==> src/rtl/prpg_pkg.sv <==
// prpg_pkg -- shared definitions for the PRPG sequence controller.
//
// Contents:
//   state_e    : controller FSM state encoding
//   DEF_W      : default LFSR width
//   DEF_CNT_W  : default run-length counter width
//   sum_w()    : width of the Hamming-distance accumulator; wide enough that
//                W * (2**CNT_W - 1) never wraps
//
// Optional feature macro used by the including files: PRPG_HD_STATS_EN.
package prpg_pkg;

    typedef enum logic [2:0] {
        S_IDLE = 3'd0,
        S_LOAD = 3'd1,
        S_RUN  = 3'd2,
        S_AVG  = 3'd3,
        S_DONE = 3'd4
    } state_e;

    localparam int DEF_W     = 8;
    localparam int DEF_CNT_W = 8;

    function automatic int sum_w(input int w, input int cnt_w);
        return $clog2(w + 1) + cnt_w;
    endfunction

endpackage

==> src/rtl/prpg_hd_div.sv <==
// prpg_hd_div -- serial restoring divider, one quotient bit per clock.
//
// Ports:
//   clk, rst_n   : clock, asynchronous active-low reset
//   start_i      : one-cycle request; dividend_i/divisor_i sampled here
//   dividend_i   : DIVIDEND_W-bit unsigned dividend
//   divisor_i    : DIVISOR_W-bit unsigned divisor (never zero when started)
//   done_o       : one-cycle pulse, DIVIDEND_W cycles after start_i
//   quotient_o   : low QUOT_W bits of the quotient, valid from done_o onward
//
// The first quotient bit is resolved on the start edge itself so that
// done_o rises exactly DIVIDEND_W cycles after the request.
module prpg_hd_div #(
    parameter int DIVIDEND_W = 12,
    parameter int DIVISOR_W  = 8,
    parameter int QUOT_W     = 4
) (
    input  logic                  clk,
    input  logic                  rst_n,
    input  logic                  start_i,
    input  logic [DIVIDEND_W-1:0] dividend_i,
    input  logic [DIVISOR_W-1:0]  divisor_i,
    output logic                  done_o,
    output logic [QUOT_W-1:0]     quotient_o
);

    localparam int CNT_BITS = $clog2(DIVIDEND_W + 1);

    logic [DIVISOR_W-1:0]  rem_q;
    logic [DIVIDEND_W-1:0] quo_q;
    logic [DIVISOR_W-1:0]  dvsr_q;
    logic [CNT_BITS-1:0]   cnt_q;
    logic                  busy_q;
    logic                  done_q;

    // One restoring step: shift the next dividend bit into the remainder,
    // subtract if it fits. The quotient register doubles as the dividend
    // shift register, so quotient bits enter at the bottom.
    function automatic logic [DIVISOR_W+DIVIDEND_W-1:0] div_step(
        input logic [DIVISOR_W-1:0]  rem,
        input logic [DIVIDEND_W-1:0] quo,
        input logic [DIVISOR_W-1:0]  dvsr
    );
        logic [DIVISOR_W:0] sh;
        logic [DIVISOR_W:0] trial;
        sh    = {rem, quo[DIVIDEND_W-1]};
        trial = sh - {1'b0, dvsr};
        // Borrow out of the top bit means the divisor did not fit.
        if (trial[DIVISOR_W])
            return {sh[DIVISOR_W-1:0], quo[DIVIDEND_W-2:0], 1'b0};
        else
            return {trial[DIVISOR_W-1:0], quo[DIVIDEND_W-2:0], 1'b1};
    endfunction

    always_ff @(posedge clk or negedge rst_n) begin
        if (!rst_n) begin
            rem_q  <= '0;
            quo_q  <= '0;
            dvsr_q <= '0;
            cnt_q  <= '0;
            busy_q <= 1'b0;
            done_q <= 1'b0;
        end else begin
            done_q <= 1'b0;
            if (start_i) begin
                {rem_q, quo_q} <= div_step('0, dividend_i, divisor_i);
                dvsr_q <= divisor_i;
                cnt_q  <= CNT_BITS'(DIVIDEND_W - 1);
                busy_q <= 1'b1;
            end else if (busy_q) begin
                {rem_q, quo_q} <= div_step(rem_q, quo_q, dvsr_q);
                cnt_q <= cnt_q - CNT_BITS'(1);
                if (cnt_q == CNT_BITS'(1)) begin
                    busy_q <= 1'b0;
                    done_q <= 1'b1;
                end
            end
        end
    end

    assign done_o     = done_q;
    assign quotient_o = quo_q[QUOT_W-1:0];

endmodule

==> src/rtl/prpg_seq_ctrl.sv <==
// prpg_seq_ctrl -- pseudo-random pattern generator job controller.
//
// A job captures tap/seed/run_len on start, loads the seed, then steps a
// Galois-style LFSR run_len times (stalling while hold is high). Optionally
// it accumulates the Hamming distance between consecutive patterns and
// reports the floor of the mean per-step distance.
//
// Ports:
//   clk, rst_n   : clock, asynchronous active-low reset
//   start        : job request, honoured only in IDLE
//   tap          : feedback mask (W-1 bits), captured at start
//   seed         : initial pattern, captured at start
//   run_len      : number of LFSR steps, captured at start
//   hold         : stalls stepping while high
//   busy         : high whenever the FSM is not IDLE
//   done         : one-cycle job-complete pulse
//   pattern      : current LFSR register
//   pattern_vld  : one-cycle pulse after each committed step
//   step_cnt     : steps committed in the current job
//   hd_avg       : floor(mean Hamming distance per step)
//   err_lockup   : seed was all-zero (meaningful while done is high)
//
// Configuration macro: PRPG_HD_STATS_EN
//   defined   : HD accumulator, AVG state and prpg_hd_div are built
//   undefined : no HD logic, hd_avg is 0, RUN goes straight to DONE
module prpg_seq_ctrl
    import prpg_pkg::*;
#(
    parameter int W     = DEF_W,
    parameter int CNT_W = DEF_CNT_W
) (
    input  logic                   clk,
    input  logic                   rst_n,
    input  logic                   start,
    input  logic [W-2:0]           tap,
    input  logic [W-1:0]           seed,
    input  logic [CNT_W-1:0]       run_len,
    input  logic                   hold,
    output logic                   busy,
    output logic                   done,
    output logic [W-1:0]           pattern,
    output logic                   pattern_vld,
    output logic [CNT_W-1:0]       step_cnt,
    output logic [$clog2(W+1)-1:0] hd_avg,
    output logic                   err_lockup
);

    localparam int HD_W = $clog2(W + 1);

    state_e           state_q;
    logic [W-2:0]     tap_q;
    logic [W-1:0]     seed_q;
    logic [CNT_W-1:0] run_len_q;
    logic [W-1:0]     pattern_q;
    logic [W-1:0]     pattern_d;
    logic [CNT_W-1:0] step_cnt_q;
    logic             busy_q;
    logic             done_q;
    logic             vld_q;
    logic             err_q;

    // Shift left with the MSB wrapping into bit 0; tap bit W-1-i gates the
    // feedback into bit i, so tap[W-2] feeds bit 1 and tap[0] feeds the MSB.
    function automatic logic [W-1:0] lfsr_next(
        input logic [W-1:0] p,
        input logic [W-2:0] t
    );
        logic [W-1:0] n;
        n[0] = p[W-1];
        for (int i = 1; i < W; i++)
            n[i] = p[i-1] ^ (t[W-1-i] & p[W-1]);
        return n;
    endfunction

    always_comb begin
        pattern_d = lfsr_next(pattern_q, tap_q);
    end

`ifdef PRPG_HD_STATS_EN
    localparam int SUM_W = sum_w(W, CNT_W);

    logic [SUM_W-1:0] hd_sum_q;
    logic [HD_W-1:0]  hd_avg_q;
    logic             div_start;
    logic             div_done;
    logic [HD_W-1:0]  div_quo;

    // The division is launched on the same edge that RUN hands over to AVG.
    assign div_start = (state_q == S_RUN) && (step_cnt_q == run_len_q);

    prpg_hd_div #(
        .DIVIDEND_W (SUM_W),
        .DIVISOR_W  (CNT_W),
        .QUOT_W     (HD_W)
    ) u_div (
        .clk        (clk),
        .rst_n      (rst_n),
        .start_i    (div_start),
        .dividend_i (hd_sum_q),
        .divisor_i  (run_len_q),
        .done_o     (div_done),
        .quotient_o (div_quo)
    );
`endif

    always_ff @(posedge clk or negedge rst_n) begin
        if (!rst_n) begin
            state_q    <= S_IDLE;
            tap_q      <= '0;
            seed_q     <= '0;
            run_len_q  <= '0;
            pattern_q  <= '0;
            step_cnt_q <= '0;
            busy_q     <= 1'b0;
            done_q     <= 1'b0;
            vld_q      <= 1'b0;
            err_q      <= 1'b0;
`ifdef PRPG_HD_STATS_EN
            hd_sum_q   <= '0;
            hd_avg_q   <= '0;
`endif
        end else begin
            vld_q <= 1'b0;
            case (state_q)
                S_IDLE: begin
                    if (start) begin
                        tap_q     <= tap;
                        seed_q    <= seed;
                        run_len_q <= run_len;
                        busy_q    <= 1'b1;
                        state_q   <= S_LOAD;
                    end
                end
                S_LOAD: begin
                    pattern_q  <= seed_q;
                    step_cnt_q <= '0;
                    err_q      <= (seed_q == '0);
`ifdef PRPG_HD_STATS_EN
                    hd_sum_q   <= '0;
                    hd_avg_q   <= '0;
`endif
                    // An all-zero seed would lock the LFSR; skip the run.
                    if (seed_q == '0 || run_len_q == '0) begin
                        done_q  <= 1'b1;
                        state_q <= S_DONE;
                    end else begin
                        state_q <= S_RUN;
                    end
                end
                S_RUN: begin
                    if (step_cnt_q == run_len_q) begin
`ifdef PRPG_HD_STATS_EN
                        state_q <= S_AVG;
`else
                        done_q  <= 1'b1;
                        state_q <= S_DONE;
`endif
                    end else if (!hold) begin
                        pattern_q  <= pattern_d;
                        step_cnt_q <= step_cnt_q + CNT_W'(1);
                        vld_q      <= 1'b1;
`ifdef PRPG_HD_STATS_EN
                        hd_sum_q   <= hd_sum_q + SUM_W'($countones(pattern_q ^ pattern_d));
`endif
                    end
                end
`ifdef PRPG_HD_STATS_EN
                S_AVG: begin
                    if (div_done) begin
                        hd_avg_q <= div_quo;
                        done_q   <= 1'b1;
                        state_q  <= S_DONE;
                    end
                end
`endif
                S_DONE: begin
                    done_q  <= 1'b0;
                    busy_q  <= 1'b0;
                    state_q <= S_IDLE;
                end
                default: begin
                    done_q  <= 1'b0;
                    busy_q  <= 1'b0;
                    state_q <= S_IDLE;
                end
            endcase
        end
    end

    assign busy        = busy_q;
    assign done        = done_q;
    assign pattern     = pattern_q;
    assign pattern_vld = vld_q;
    assign step_cnt    = step_cnt_q;
    assign err_lockup  = err_q;
`ifdef PRPG_HD_STATS_EN
    assign hd_avg      = hd_avg_q;
`else
    assign hd_avg      = '0;
`endif

endmodule

==> config.mk <==
export PLATFORM = sky130hd
export DESIGN_NAME = prpg_seq_ctrl
export DESIGN_NICKNAME = d
export VERILOG_FILES = /design/src/rtl/prpg_pkg.sv /design/src/rtl/prpg_hd_div.sv /design/src/rtl/prpg_seq_ctrl.sv
export SDC_FILE = /design/constraint.sdc
export NUM_CORES = 1
export LEC_CHECK = 0
export ABC_CLOCK_PERIOD_IN_PS = 2650
export CAP_MARGIN = 20
export CORE_MARGIN = 8
export CORE_UTILIZATION = 50
export CTS_BUF_LIST = sky130_fd_sc_hd__clkbuf_16
export DETAILED_ROUTE_END_ITERATION = 8
export PLACE_DENSITY_LB_ADDON = 0.1
export SYNTH_ARGS = -nofsm -noshare
export SYNTH_HDL_FRONTEND = slang
export SYNTH_SLANG_ARGS = --single-unit
==> constraint.sdc <==
create_clock -name clk -period 2.65 [get_ports clk]
set_clock_uncertainty 0.2 [all_clocks]
set_input_delay 0.53 -clock clk [delete_from_list [all_inputs] [get_ports clk]]
set_output_delay 0.53 -clock clk [all_outputs]
set_load 0.05 [all_outputs]
Word level (Yosys, flattened, before mapping)
Index checks and enable logic that the tools add are counted.
{ "word_totals": {"register_bits": 46, "inputBits": 27, "out_inout_bits": 24, "elab_cells": 64} }
{ "op_classes": {"n_addsub": 1, "eq_ne": 8, "mux": 18, "n_bitwise": 16, "n_reduce_logical": 11} }
{ "ops": {"columns": ["cell", "count"], "rows": [
  ["8-bit 2-to-1 mux", 4],
  ["8-bit one-hot mux with 2 select lines", 2],
  ["8-bit zero test", 2],
  ["2-bit inequality test, second input constant", 5],
  ["3-bit 2-to-1 mux", 3],
  ["3-bit one-hot mux with 3 select lines", 1],
  ["8-bit by 1-bit adder with 8-bit output, second input constant", 1],
  ["8-bit == test", 1],
  ["1-bit bitwise AND", 7],
  ["1-bit bitwise XOR", 7],
  ["1-bit 2-to-1 mux", 6],
  ["2-bit AND reduction", 3],
  ["3-bit AND reduction", 2],
  ["3-bit by 1-bit == test with 1-bit output, second input constant", 1],
  ["3-bit by 2-bit == test with 1-bit output, second input constant", 1],
  ["3-bit zero test", 1],
  ["1-bit one-hot mux with 3 select lines", 1],
  ["1-bit NOT", 2],
  ["1-bit one-hot mux with 2 select lines", 1],
  ["2-bit nonzero test", 1],
  ["2-bit OR reduction", 1],
  ["1-bit logical OR", 1]
]} }

Longest topological paths before layout
{ "depth": {"word_depth": 5, "mapped_depth": 8, "ltp_nobuf": 6} }

Least setup slack after synthesis
No wires, ideal clock.
{ "synth_timing": {"kind": "flip-flop to flip-flop", "start": "reg step_cnt_q[3], in the netlist step_cnt[3]", "end": "reg pattern_q[7], in the netlist pattern[7]", "setup_ns": 0.126, "t_arrival_ns": 1.926, "required_ns": 2.324, "path_slack_ns": 0.398, "stages_incl_launch_ff": 8, "path_buffers": 2, "synth_period_minus_slack_ns": 2.252, "cell_sequence": "dfrtp_1 > clkbuf_1 > xnor2_1 > nand4_1 > o21ai_2 > clkbuf_1 > nor2_1 > a221o_1"} }
{ "synth_via": {"elab_chain_len": 3} }
{ "synth_lines": {"columns": ["element", "line_no", "rtl"], "rows": [
  ["from (decl)", "prpg_seq_ctrl.sv:56", "logic [CNT_W-1:0] step_cnt_q;"],
  ["from (signal assigned)", "prpg_seq_ctrl.sv:160", "step_cnt_q <= step_cnt_q + CNT_W'(1);"],
  ["8-bit == test", "prpg_seq_ctrl.sv:151", "if (step_cnt_q == run_len_q) begin"],
  ["2-bit inequality test (no source line)", null, null],
  ["3-bit AND reduction (no source line)", null, null],
  ["to (signal assigned)", "prpg_seq_ctrl.sv:135", "pattern_q <= seed_q;"],
  ["to (signal assigned)", "prpg_seq_ctrl.sv:159", "pattern_q <= pattern_d;"],
  ["to (decl)", "prpg_seq_ctrl.sv:54", "logic [W-1:0] pattern_q;"]
]} }
No other way between the ends.
A chain may end at the register's enable or synchronous reset.

Worst setup path after layout
{ "layout_timing": {"start": "reg pattern_q[7], in the netlist pattern[7]", "end": "out pattern[7]"} }
{ "layout_lines": {"columns": ["element", "line_no", "rtl"], "rows": [
  ["to (decl)", "prpg_seq_ctrl.sv:41", "output logic [W-1:0] pattern,"]
]} }
No word-level cell between the ends.

==> run_results.csv <==
group,metric,value,unit
status,status,"complete, no violations",
clock_tree,cts_sinks,46,
clock_tree,clock_path_buffers,2,
sta,finalCritPeriodShare,92.9,%
floorplan,ioPinCount,51,
sta,final-setup-viol-count,0,
synth,synth_area_leaders,"dfrtp_1, mux2_2, xnor2_1",
clock_tree,cts_root_buf,"clkbuf_16",
final_layout,final_nets,267,
floorplan,die_h,82.7,um
grt,grt_max_degree,28,
placement,dp_cells,284,
routing,drtPass1Iterations,4,
clock_tree,path_clk_slew,0.06,ns
synth,yosys_register_bits,46,
routing,wl_met2,2.54,mm
routing,routed_wl,5.07,mm
placement,port_buffers,46,
routing,route.vias.total,1629,
worst_setup_path,cp_max_fo,10,
grt,antenna_found_initial,0,
power_and_ir_drop,vdd_drop_max,0.000610,V
final_layout,stdcell_count,292,
placement,place_area,0.00267,mm2
floorplan,core,0.00432,mm2
floorplan,die-area,0.00683,mm2
routing,drtAntennaViolNets,0,
worst_setup_path,critPathKind,"flop to output port",
floorplan,num_rows,24,
routing,wire_per_inst,17.4,um
grt,grt_pass1_vias,1685,
sta,max_slew_margin,44.8,%
worst_hold_path,hold_path_class,"primary input to asynchronous set/reset pin",
synth,ys_types,40,
placement,dp_hpwl,3.88,mm
synth,netlist_area,0.00222,mm2
routing,route.layer.met1.wl,2.16,mm
final_layout,layout_common_cells,"dfrtp_1, clkdlybuf4s50_1, mux2_2",
final_layout,post-route-util,65.7,%
synth,synth_edf_count,0,
final_layout,n_fill_cell,322,
sta,hold_viol,0,
routing,route.met3.wl,289,um
clock_tree,hold_buffers,0,
floorplan,die_w,82.7,um
synth,synth_top_area_share,51.8,%
floorplan,floorplan.initialDensity,51.4,%
synth,synth_top_flop_cell,"dfrtp_1",
worst_setup_path,path_buf_inv,1,
routing,via_per_inst,5.58,
synth,synthCells,195,
sta,report.final.slew_viol_count,0,
final_layout,final_common_cell,"dfrtp_1",
sta,worst_pin_slew,0.828,ns
clock_tree,cts_tree,"built",
final_layout,syn_to_final_growth,27.8,%
synth,synth-warning-count,0,
placement,place_congestion,0.954,
power_and_ir_drop,power.leakage,1.19,nW
final_layout,drive_above_1_share,17.5,%
worst_setup_path,crit_chain,"clkdlybuf4s50_1",
final_layout,diodes,0,
worst_setup_path,path_delay_family,"buffers and inverters",
synth,syn_avg_cell_area,11.4,um2
worst_setup_path,worstSetupEndpointType,"output port",
synth,async_reset_ff_share,100,%
worst_setup_path,worstPathArrival,1.73,ns
grt,grt_overflow,0,
routing,drc_errors,0,
power_and_ir_drop,powerDensity,1270,mW/mm2
clock_tree,post_cts_buffers,0,
sta,finalWorstPathRequiredPeriod,2.46,ns
flow_run,cap_viol_max_count,0,
grt,grt_pass1_wl,8.16,mm
final_layout,finalInstanceArea,0.00284,mm2
sta,tns,0,ns
synth,yosysSeqAreaShare,51.8,%
sta,max_freq,0.406,GHz
sta,rsz0062_at_grt,"no",
worst_setup_path,crit_required,1.92,ns
clock_tree,cts_buffers,5,
routing,drt_iter0_markers,123,
synth,synth_largest_area_cell,"dfrtp_1",
clock_tree,htree_levels,2,
clock_tree,clk_latency,0.29,ns
clock_tree,cts_resized,0,
worst_setup_path,critPathSlowestCell,"clkdlybuf4s50_1",
worst_setup_path,max_stage_delay,0.88,ns
worst_setup_path,cp-start-kind,"flop",
grt,gr-usage-all-layers,15.7,%
routing,highest_layer,"met4",
==> per-stage QoR <==
step | worst slack (ns) | power [W] | hold WS [ns]
2_1_floorplan | 0.398 | 0.00247 | 0.0344
3_3_place_gp | 0.439 | 0.00287 | 0.264
3_5_place_dp | 0.291 | 0.00294 | 0.276
4_1_cts | 0.183 | 0.00364 | 0.0671
5_1_grt | 0.114 | 0.00381 | 0.0979
6_report | 0.187 | 0.00361 | 0.0556
==> state kept, by name, indices dropped and copies added, names as in the netlist <==
signal and count:
done 1, busy 1, run_len_q 8, pattern_vld 1
tap_q 7, seed_q 8, step_cnt 8, pattern 8
state_q 3, err_lockup 1
==> synthesized netlist by cell type, types with 2 or more instances <==
master and number:
a31oi_1 2, nor4_1 4, nor3b_1 3, buf_4 6, nand3_1 5, nor2_1 13, mux2_2 23, nand2_1 18
nand3b_1 2, dfrtp_1 46, xor2_1 5, a21oi_1 3, and3_1 2, inv_1 5, o22ai_1 2, a221o_1 7
xnor2_1 9, buf_6 4, o21ai_0 7, nand4_1 2, o22a_1 3, buf_2 3, clkbuf_1 4
==> path summary, 6_finish.rpt <==
path / from / end / slack, ns / cells past startpoint
setup / recovery: pattern[7] / pattern[7] / 0.19 / 1
hold / removal: rst_n / err_lockup / 0.06 / 1
setup reg to reg: step_cnt[4] / pattern[4] / 0.30 / 5
hold reg to reg: err_lockup / err_lockup / 0.29 / 2
max in group asynchronous: rst_n / run_len_q[2] / 1.58 / 2
min in group clk: err_lockup / err_lockup / 0.29 / 2
==> cell families (layout without fill, tap and decap cells) <==
family,after synthesis,after routing,synth area share (%)
simple gates,56,56,12.9
flops,46,46,51.8
compound gates,31,31,10.7
mux,24,24,12.1
buf+inv,22,64,6.25
xor+xnor,14,14,5.52
fa+ha+maj,1,1,0.563
other cells,1,4,0.169
==> final cells by class <==
cell class	instances	area (um2)	share of cell area (%)
sequential	46	1150	40.5
multi-input combinational	130	946	33.3
timing repair buffer	51	493	17.4
clock buffer	5	125	4.41
tap	52	65.1	2.29
clock inverter	3	41.3	1.45
inverter	5	18.8	0.661
==> power breakdown <==
| group | switching (W) | internal (W) | total [W] |
|---|---|---|---|
| registers | 0.000343 | 0.00101 | 0.00136 |
| clock network | 0.000251 | 0.000441 | 0.000692 |
| logic | 0.000858 | 0.000702 | 0.00156 |
| total | 0.00145 | 0.00216 | 0.00361 |
==> layer usage <==
layer	track usage, %	up-vias
met1	19.8	813
met2	25.4	45
met3	3.46	7
met4	6.21	0
li1	-	764
met5	0	-
Note: power is estimated with default switching activity, not from simulation.
